### config.mk
export PLATFORM = sky130hd
export DESIGN_NAME = fifo_uart_tx
export DESIGN_NICKNAME = d
export VERILOG_FILES = /design/src/rtl/fifo_uart_pkg.sv /design/src/rtl/fifo_uart_tx_bit_timer.sv /design/src/rtl/fifo_uart_tx.sv
export SDC_FILE = /design/constraint.sdc
export NUM_CORES = 1
export LEC_CHECK = 0
export ABC_AREA = 1
export BUFFER_PORTS_ARGS = -buffer_cell sky130_fd_sc_hd__buf_2
export CORE_AREA = 2 2 62 53
export DETAILED_ROUTE_END_ITERATION = 10
export DIE_AREA = 0 0 64 55
export PLACE_DENSITY = 0.79
export SYNTH_ARGS = -nofsm -noshare
export SYNTH_HDL_FRONTEND = slang
export SYNTH_SLANG_ARGS = --single-unit
### constraint.sdc
create_clock -name clk -period 1.7 [get_ports clk]
set_input_delay 0.17 -clock clk [delete_from_list [all_inputs] [get_ports clk]]
set_output_delay 0.17 -clock clk [all_outputs]
set_load 0.005 [all_outputs]
### src/rtl/fifo_uart_pkg.sv
// Shared definitions for the FIFO drain UART transmitter.
package fifo_uart_pkg;

    localparam int unsigned STATE_W = 3;

    typedef enum logic [STATE_W-1:0] {
        IDLE   = 3'd0,
        START  = 3'd1,
        DATA   = 3'd2,
        PARITY = 3'd3,
        STOP   = 3'd4
    } state_e;

    // Clock cycles taken by one complete frame (start, data, optional parity, stop).
    function automatic int unsigned frame_len(input int unsigned bits,
                                              input int unsigned clks_per_bit,
                                              input int unsigned parity_en);
        return (2 + bits + parity_en) * clks_per_bit;
    endfunction

endpackage

### src/rtl/fifo_uart_tx_bit_timer.sv
// Per-bit cycle counter; tick marks the last cycle of each serial bit.
module uart_bit_timer #(
    parameter int unsigned CLKS_PER_BIT = 16
) (
    input  logic clk,
    input  logic rst_n,
    input  logic clear,
    output logic tick
);

    localparam int unsigned CNT_W = (CLKS_PER_BIT > 1) ? $clog2(CLKS_PER_BIT) : 1;
    localparam logic [CNT_W-1:0] CNT_MAX = CNT_W'(CLKS_PER_BIT - 1);

    logic [CNT_W-1:0] cnt_q;
    logic [CNT_W-1:0] cnt_d;

    assign tick = (cnt_q == CNT_MAX);

    // Count up, wrapping after the last cycle of a bit or on a state change.
    always_comb begin
        cnt_d = cnt_q + CNT_W'(1);
        if (clear || tick) begin
            cnt_d = '0;
        end
    end

    // Counter register.
    always_ff @(posedge clk) begin
        if (!rst_n) begin
            cnt_q <= '0;
        end else begin
            cnt_q <= cnt_d;
        end
    end

endmodule

### src/rtl/fifo_uart_tx.sv
// Drains the SRAM FIFO one word at a time and serialises each word as a UART frame.
module fifo_uart_tx
    import fifo_uart_pkg::*;
#(
    parameter int unsigned BITS         = 12,
    parameter int unsigned CLKS_PER_BIT = 16,
    parameter int unsigned PARITY_EN    = 1,
    parameter int unsigned PARITY_ODD   = 0
) (
    input  logic            clk,
    input  logic            rst_n,
    input  logic            enable,
    input  logic            fifo_ready,
    input  logic [BITS-1:0] fifo_data,
    input  logic            fifo_overflow,
    output logic            fifo_read,
    output logic            tx,
    output logic            busy,
    output logic            frame_done,
    output logic            ovf_sticky,
    input  logic            ovf_clr
);

    localparam int unsigned     IDX_W    = (BITS > 1) ? $clog2(BITS) : 1;
    localparam logic [IDX_W-1:0] IDX_LAST = IDX_W'(BITS - 1);
    localparam logic            PAR_ODD  = (PARITY_ODD != 0);
    localparam logic            PAR_EN   = (PARITY_EN != 0);

    state_e            state_q,      state_d;
    logic [BITS-1:0]   shreg_q,      shreg_d;
    logic              parity_q,     parity_d;
    logic [IDX_W-1:0]  bit_idx_q,    bit_idx_d;
    logic              tx_q,         tx_d;
    logic              fifo_read_q,  fifo_read_d;
    logic              busy_q,       busy_d;
    logic              frame_done_q, frame_done_d;
    logic              ovf_q,        ovf_d;
    logic              tick;

    uart_bit_timer #(
        .CLKS_PER_BIT(CLKS_PER_BIT)
    ) u_bit_timer (
        .clk  (clk),
        .rst_n(rst_n),
        .clear(state_d != state_q),
        .tick (tick)
    );

    assign fifo_read  = fifo_read_q;
    assign tx         = tx_q;
    assign busy       = busy_q;
    assign frame_done = frame_done_q;
    assign ovf_sticky = ovf_q;

    // Next-state and output decode; line outputs follow the current state one cycle later.
    always_comb begin
        state_d      = state_q;
        shreg_d      = shreg_q;
        parity_d     = parity_q;
        bit_idx_d    = bit_idx_q;
        fifo_read_d  = 1'b0;
        frame_done_d = 1'b0;
        tx_d         = 1'b1;
        busy_d       = (state_q != IDLE);
        ovf_d        = fifo_overflow | (ovf_q & ~ovf_clr);

        case (state_q)
            IDLE: begin
                if (enable && fifo_ready) begin
                    fifo_read_d = 1'b1;
                    shreg_d     = fifo_data;
                    parity_d    = (^fifo_data) ^ PAR_ODD;
                    bit_idx_d   = '0;
                    state_d     = START;
                end
            end
            START: begin
                tx_d = 1'b0;
                if (tick) begin
                    state_d = DATA;
                end
            end
            DATA: begin
                tx_d = shreg_q[0];
                if (tick) begin
                    shreg_d = shreg_q >> 1;
                    if (bit_idx_q == IDX_LAST) begin
                        bit_idx_d = '0;
                        state_d   = PAR_EN ? PARITY : STOP;
                    end else begin
                        bit_idx_d = bit_idx_q + IDX_W'(1);
                    end
                end
            end
            PARITY: begin
                tx_d = parity_q;
                if (tick) begin
                    state_d = STOP;
                end
            end
            STOP: begin
                tx_d = 1'b1;
                if (tick) begin
                    frame_done_d = 1'b1;
                    state_d      = IDLE;
                end
            end
            default: begin
                state_d = IDLE;
            end
        endcase
    end

    // State and output registers; reset abandons any frame in flight.
    always_ff @(posedge clk) begin
        if (!rst_n) begin
            state_q      <= IDLE;
            shreg_q      <= '0;
            parity_q     <= 1'b0;
            bit_idx_q    <= '0;
            tx_q         <= 1'b1;
            fifo_read_q  <= 1'b0;
            busy_q       <= 1'b0;
            frame_done_q <= 1'b0;
            ovf_q        <= 1'b0;
        end else begin
            state_q      <= state_d;
            shreg_q      <= shreg_d;
            parity_q     <= parity_d;
            bit_idx_q    <= bit_idx_d;
            tx_q         <= tx_d;
            fifo_read_q  <= fifo_read_d;
            busy_q       <= busy_d;
            frame_done_q <= frame_done_d;
            ovf_q        <= ovf_d;
        end
    end

endmodule

==> impl_metrics.py, run 1 <==
metrics = {
    "status": {
        "status": "completed",
    },
    "cts": {
        "cts_max_path_buffers": 2,
        "htreeDepth": 2,
        "cts_buffers": 5,
        "hold_buffers": 0,
        "insertion_delay_ns": 0.33,
        "cts_sinks": 29,
        "post_cts_buffers": 0,
        "cts_resized": 0,
        "cts_tree": "done",
        "cts_root_buffer": "clkbuf_4",
        "clk_pin_slew_ns": 0.09,
    },
    "worst_setup_path": {
        "crit_path_start_kind": "flip-flop",
        "timing.rr.end": "bit_idx_q[0]$_SDFFE_PN0P_",
        "critPathKind": "flip-flop to flip-flop",
        "crit_fanout": 27,
        "critPathCaptureType": "flip-flop",
        "r2r_slack_ns": 0.18,
        "worstPathArrival_ns": 1.79,
        "endpoint": "bit_idx_q[0]$_SDFFE_PN0P_",
        "r2r_cells": 8,
        "crit_path_start": "u_bit_timer.cnt_q[0]$_SDFF_PP0_",
        "r2r_start": "u_bit_timer.cnt_q[0]$_SDFF_PP0_",
        "required_ns": 1.97,
    },
    "synthesis": {
        "synth.distinct_cells": 30,
        "synth_area_leaders": "dfxtp_1 (38%), nand2_1 (14%), a31oi_1 (4.9%), inv_1 (4.9%), nand4_1 (4.9%)",
        "syn_avg_cell_area_sq_um": 7.20,
        "synthCells": 211,
        "synth_top_area_cell": "dfxtp_1",
        "yosysSeqAreaShare_pct": 38.2,
        "synth-seq-cells": 29,
        "synth_nets": 231,
        "syn-cell-area_sq_um": 1520,
        "ys_warn_count": 0,
        "synth_top_area_share_pct": 38.2,
    },
    "power_and_ir_drop": {
        "leakage_nw": 0.800,
        "powerDensity_nw_per_um2": 775,
        "ir_drop_mv": 0.554,
    },
    "final_layout": {
        "final_cell_mix": "nand2_1 (58), dfxtp_1 (29), buf_2 (22), inv_1 (20), nor2_1 (14)",
        "fillers": 267,
        "final_common_cell": "nand2_1",
        "drive_above_1_share_pct": 21.1,
        "design_area_sq_um": 1720,
        "diodes": 0,
        "final_core_util_pct": 59.0,
        "syn_to_final_growth_pct": 12.8,
        "final_cells": 277,
        "final_nets": 256,
        "multi_input_area_sq_um": 800,
        "seqCellArea_sq_um": 581,
    },
    "timing": {
        "skew_ns": 0.00833,
        "finalHoldViolCount": 0,
        "report.final.slew_viol_count": 0,
        "rsz0062_at_grt": "no",
        "fmax_mhz": 658,
        "post-route-period-util_pct": 89.4,
        "setup_tns_ns": 0,
        "layout_min_cycle_time_ns": 1.52,
        "relSlewSlack_pct": 79.0,
        "worstMarginPinSlew_ns": 0.315,
        "setup_viol": 0,
    },
    "die": {
        "core_sq_um": 2910,
        "die_h_um": 55,
        "die-area_sq_um": 3520,
        "rows": 18,
        "die_x_um": 64,
        "initial_core_util_pct": 52.3,
        "io_pins": 23,
    },
    "place": {
        "post-place-cells": 269,
        "place.gp.congestion": 0.874,
        "io_buffers": 22,
        "dp_hpwl_um": 2260,
        "placedInstanceArea_sq_um": 1660,
    },
    "job": {
        "drv_cap": 0,
    },
    "drt": {
        "drc": 0,
        "vias": 1424,
        "post_drt_wl_per_cell_um": 11.2,
        "routed_wl_um": 3090,
        "first_pass_iters": 4,
        "ant_nets": 0,
        "via_per_inst": 5.14,
        "drtIter0Drc": 64,
    },
    "global_routing": {
        "grt_pass1_vias": 1180,
        "grt_start_max_net_pins": 28,
        "antenna_found_initial": 0,
        "grt_pass1_wl_um": 5440,
        "grt_usage_pct": 20.8,
        "grt_overflow": 0,
    },
    "worst_hold_path": {
        "min_from": "fifo_overflow",
        "hold_class": "input port to flip-flop",
    },
}
## worst min path at each step
stage | end | slack, ns | cells past startpoint
6_report | ovf_sticky$_SDFF_PN0_ | 0.04 | 3
5_1_grt | ovf_sticky$_SDFF_PN0_ | 0.05 | 3
4_1_cts | ovf_sticky$_SDFF_PN0_ | 0.03 | 3
3_5_place_dp | ovf_sticky$_SDFF_PN0_ | 0.39 | 3
3_3_place_gp | ovf_sticky$_SDFF_PN0_ | 0.38 | 3
2_1_floorplan | ovf_sticky$_SDFF_PN0_ | 0.29 | 2
## metal layers
| metal | up-vias | share of wire (%) | GRT usage (%) |
|---|---|---|---|
| met5 | - | 0 | 0 |
| met4 | 0 | 1.6 | 9.78 |
| met3 | 4 | 6.5 | 5.47 |
| met2 | 38 | 42 | 31.4 |
| met1 | 633 | 49 | 28.1 |
| li1 | 749 | - | - |
## synthesized netlist by cell type (all sizes together)
| cell type | count |
|---|---|
| a21oi | 8 |
| a31oi | 12 |
| and3 | 1 |
| buf | 4 |
| clkbuf | 4 |
| dfxtp | 29 |
| ha | 2 |
| inv | 25 |
| nand2 | 61 |
| nand3 | 12 |
| nand4 | 13 |
| nor2 | 17 |
| nor3 | 4 |
| o21ai | 12 |
| or2 | 1 |
| xnor2 | 4 |
| xor2 | 2 |
## sequential cells by signal, summed over array words and instances (netlist names)
register	cells
shreg_q	12
u_bit_timer.cnt_q	4
fifo_read	1
state_q	3
frame_done	1
tx	1
busy	1
bit_idx_q	4
ovf_sticky	1
parity_q	1
## report_power, final
part           internal, mW  switching (mW)
logic                0.0777           0.119
registers             0.715          0.0228
clock network         0.157           0.238
## layout make-up
cell class	instances	area share (%)
inverter	25	5.47
clock inverter	2	0.584
sequential	29	33.8
multi-input combinational	149	46.6
timing repair buffer	26	8.17
tap	40	2.92
clock buffer	6	2.41
## metrics by stage
step | setup WS [ns] | total power, mW | hold slack, ns
after global routing | 0.0770 | 1.41 | 0.0508
after detailed placement | 0.187 | 0.948 | 0.386
final | 0.180 | 1.33 | 0.0412
after CTS | 0.170 | 1.34 | 0.0335
after floorplan | 0.313 | 0.888 | 0.287
after global placement | 0.255 | 0.941 | 0.381
## worst max-delay path, stage by stage, from the launching register on
cell	delay, ns
dfxtp_1	0.37
ha_1	0.22
nand3_2	0.12
nor2_4	0.15
inv_2	0.07
nand2_8	0.15
inv_2	0.07
or2_1	0.22
a21oi_2	0.10
## kinds of logic (layout without fill, tap and decap cells)
kind of cell | count (synthesis) | count (layout) | synth area share [%]
buf+inv | 33 | 59 | 9.22
xor+xnor | 6 | 6 | 3.46
compound gates | 32 | 32 | 12.0
fa+ha+maj | 2 | 2 | 1.65
flops | 29 | 29 | 38.2
simple gates | 109 | 109 | 35.5
(Power assumes the default switching activity.)
==> run 2, diff against run 1 <==
Settings changed: CORE_AREA 2 2 62 53 to 5 5 57 64, DIE_AREA 0 0 64 55 to 0 0 62 69, PLACE_DENSITY 0.79 to 0.78.
==> run 2 against run 1 <==
Compared with the run above:
- final area fell by 0.58%
- non-clock buffer count stayed put
- sequential share of layout area rose by 0.20 points
- core utilization shrank 1.1 points
- worst setup slack barely moved
- critical path depth unchanged
- register-to-register slack about the same
- clock skew increased by 0.00066 ns
- flip-flop and latch count unchanged
- via count is 2.4% lower
- clock-buffer cell count rose by 2
- die area increased by 22%
- critical path type unchanged
- critical endpoint unchanged
- highest routed layer unchanged
==> impl_metrics.py, run 2 (synthesis results as in run 1) <==
metrics = {
    "status": {
        "status": "completed",
    },
    "drt": {
        "vias": 1390,
        "drtIter0Drc": 50,
        "routed_wl_um": 3070,
        "drc": 0,
        "first_pass_iters": 4,
        "via_per_inst": 5.13,
        "ant_nets": 0,
        "post_drt_wl_per_cell_um": 11.3,
    },
    "power_and_ir_drop": {
        "powerDensity_nw_per_um2": 771,
        "seqPwrFrac_pct": 56.0,
        "p_int_mw": 0.956,
        "p_sw_mw": 0.358,
        "swShare_pct": 27.2,
        "leakage_nw": 0.795,
        "combPwrFrac_pct": 14.8,
        "clkPwrFrac_pct": 29.3,
        "ir_drop_mv": 0.467,
        "total_power_mw": 1.31,
    },
    "cts": {
        "cts_root_buffer": "clkbuf_4",
        "clk_pin_slew_ns": 0.09,
        "cts_resized": 0,
        "htreeDepth": 2,
        "post_cts_buffers": 0,
        "cts_tree": "done",
        "cts_buffers": 5,
        "cts_max_path_buffers": 2,
        "cts_sinks": 29,
        "insertion_delay_ns": 0.33,
        "hold_buffers": 0,
    },
    "global_routing": {
        "grt_usage_pct": 16.2,
        "grt_start_max_net_pins": 28,
        "grt_pass1_wl_um": 5320,
        "grt_overflow": 0,
        "antenna_found_initial": 0,
        "grt_pass1_vias": 1273,
    },
    "die": {
        "die-area_sq_um": 4280,
        "core_sq_um": 2940,
        "io_pins": 23,
        "rows": 21,
        "initial_core_util_pct": 51.7,
        "die_x_um": 62,
        "die_h_um": 69,
    },
    "final_layout": {
        "seqCellArea_sq_um": 581,
        "regMostFlops": "shreg_q",
        "multi_input_area_sq_um": 800,
        "diodes": 0,
        "drive_above_1_share_pct": 20.3,
        "fillers": 304,
        "final_nets": 256,
        "syn_to_final_growth_pct": 12.2,
        "top_regs": "shreg_q x12, bit_idx_q x4, u_bit_timer.cnt_q x4",
        "final_common_cell": "nand2_1",
        "final_cells": 271,
        "final_cell_mix": "nand2_1 (58), dfxtp_1 (29), buf_2 (22), inv_1 (20), nor2_1 (14)",
        "largest_reg_flops": 12,
    },
    "worst_hold_path": {
        "whs_path_depth": 3,
        "hold_class": "input port to flip-flop",
    },
    "timing": {
        "fmax_mhz": 658,
        "report.final.slew_viol_count": 0,
        "finalHoldViolCount": 0,
        "setup_tns_ns": 0,
        "setup_viol": 0,
        "relSlewSlack_pct": 79.7,
        "rsz0062_at_grt": "no",
        "worstMarginPinSlew_ns": 0.304,
        "post-route-period-util_pct": 89.4,
        "layout_min_cycle_time_ns": 1.52,
        "skew_ns": 0.00899,
    },
    "worst_setup_path": {
        "cpPeakStageDelay_ns": 0.37,
        "crit_fanout": 27,
        "crit_path_start_kind": "flip-flop",
        "critPathKind": "flip-flop to flip-flop",
        "critPathCaptureType": "flip-flop",
        "worstPathArrival_ns": 1.78,
        "cpMostUsedCell": "inv_2",
        "r2r_cells": 8,
        "crit_slowest_cell": "dfxtp_1",
        "crit_chain": "inv_2 > nand3_4 > nor2_4 > inv_2 > nand2_8 > inv_2 > or2_1 > a21oi_2",
        "required_ns": 1.96,
    },
    "place": {
        "io_buffers": 22,
        "post-place-cells": 263,
        "dp_hpwl_um": 2320,
        "place.gp.congestion": 0.834,
    },
    "job": {
        "drv_cap": 0,
    },
}
-- run 2: cell count changes in the layout (fill, tap and decap cells not counted), sizes merged --
cell,delta
clkinv,-2
clkbuf,+2
-- run 2: per-stage QoR --
stage,utilization (%),cell area [sq um],hold slack (ns),worst slack [ns]
2_1_floorplan,-,1520,0.287,0.313
3_3_place_gp,56.3,1660,0.376,0.265
3_5_place_dp,56.3,1660,0.384,0.190
4_1_cts,58.0,1710,0.0435,0.177
5_1_grt,58.0,1710,0.0672,0.0671
6_report,58.0,1710,0.0460,0.180
-- run 2: final timing paths --
check | from | to | slack [ns]
max | state_q[0]$_SDFF_PN0_ | bit_idx_q[0]$_SDFFE_PN0P_ | 0.18
min | fifo_overflow | ovf_sticky$_SDFF_PN0_ | 0.05
max reg2reg | state_q[0]$_SDFF_PN0_ | bit_idx_q[0]$_SDFFE_PN0P_ | 0.18
min reg2reg | u_bit_timer.cnt_q[0]$_SDFF_PP0_ | u_bit_timer.cnt_q[0]$_SDFF_PP0_ | 0.45
-- run 2: layout make-up --
type                       instances  share of cell area [%]
timing repair buffer              26                    8.22
sequential                        29                    34.0
tap                               34                    2.49
multi-input combinational        149                    46.9
inverter                          25                    5.50
clock buffer                       8                    2.86
-- run 2: power groups by stage --
stage | registers (mW) | logic, mW | clock network (mW)
2_1_floorplan | 0.747 | 0.140 | 0
3_3_place_gp | 0.750 | 0.192 | 0
3_5_place_dp | 0.751 | 0.198 | 0
4_1_cts | 0.735 | 0.198 | 0.395
5_1_grt | 0.740 | 0.222 | 0.438
6_report | 0.736 | 0.194 | 0.385
-- run 2: routing by layer --
metal / part of all wire [%] / up-vias / GRT usage (%)
met5: 0 / - / 0
met4: 1.9 / 0 / 7.08
met3: 4.2 / 7 / 4.66
met2: 49 / 19 / 25.7
met1: 45 / 612 / 19.7
li1: - / 752 / -
-- run 2: critical path: cells and delay by family (launching register included) --
kind,cells,cell delay [ns]
and+or+nand+nor,4,0.60
AOI/OAI and AO/OA,1,0.11
buffers and inverters,3,0.37
DFF,1,0.37
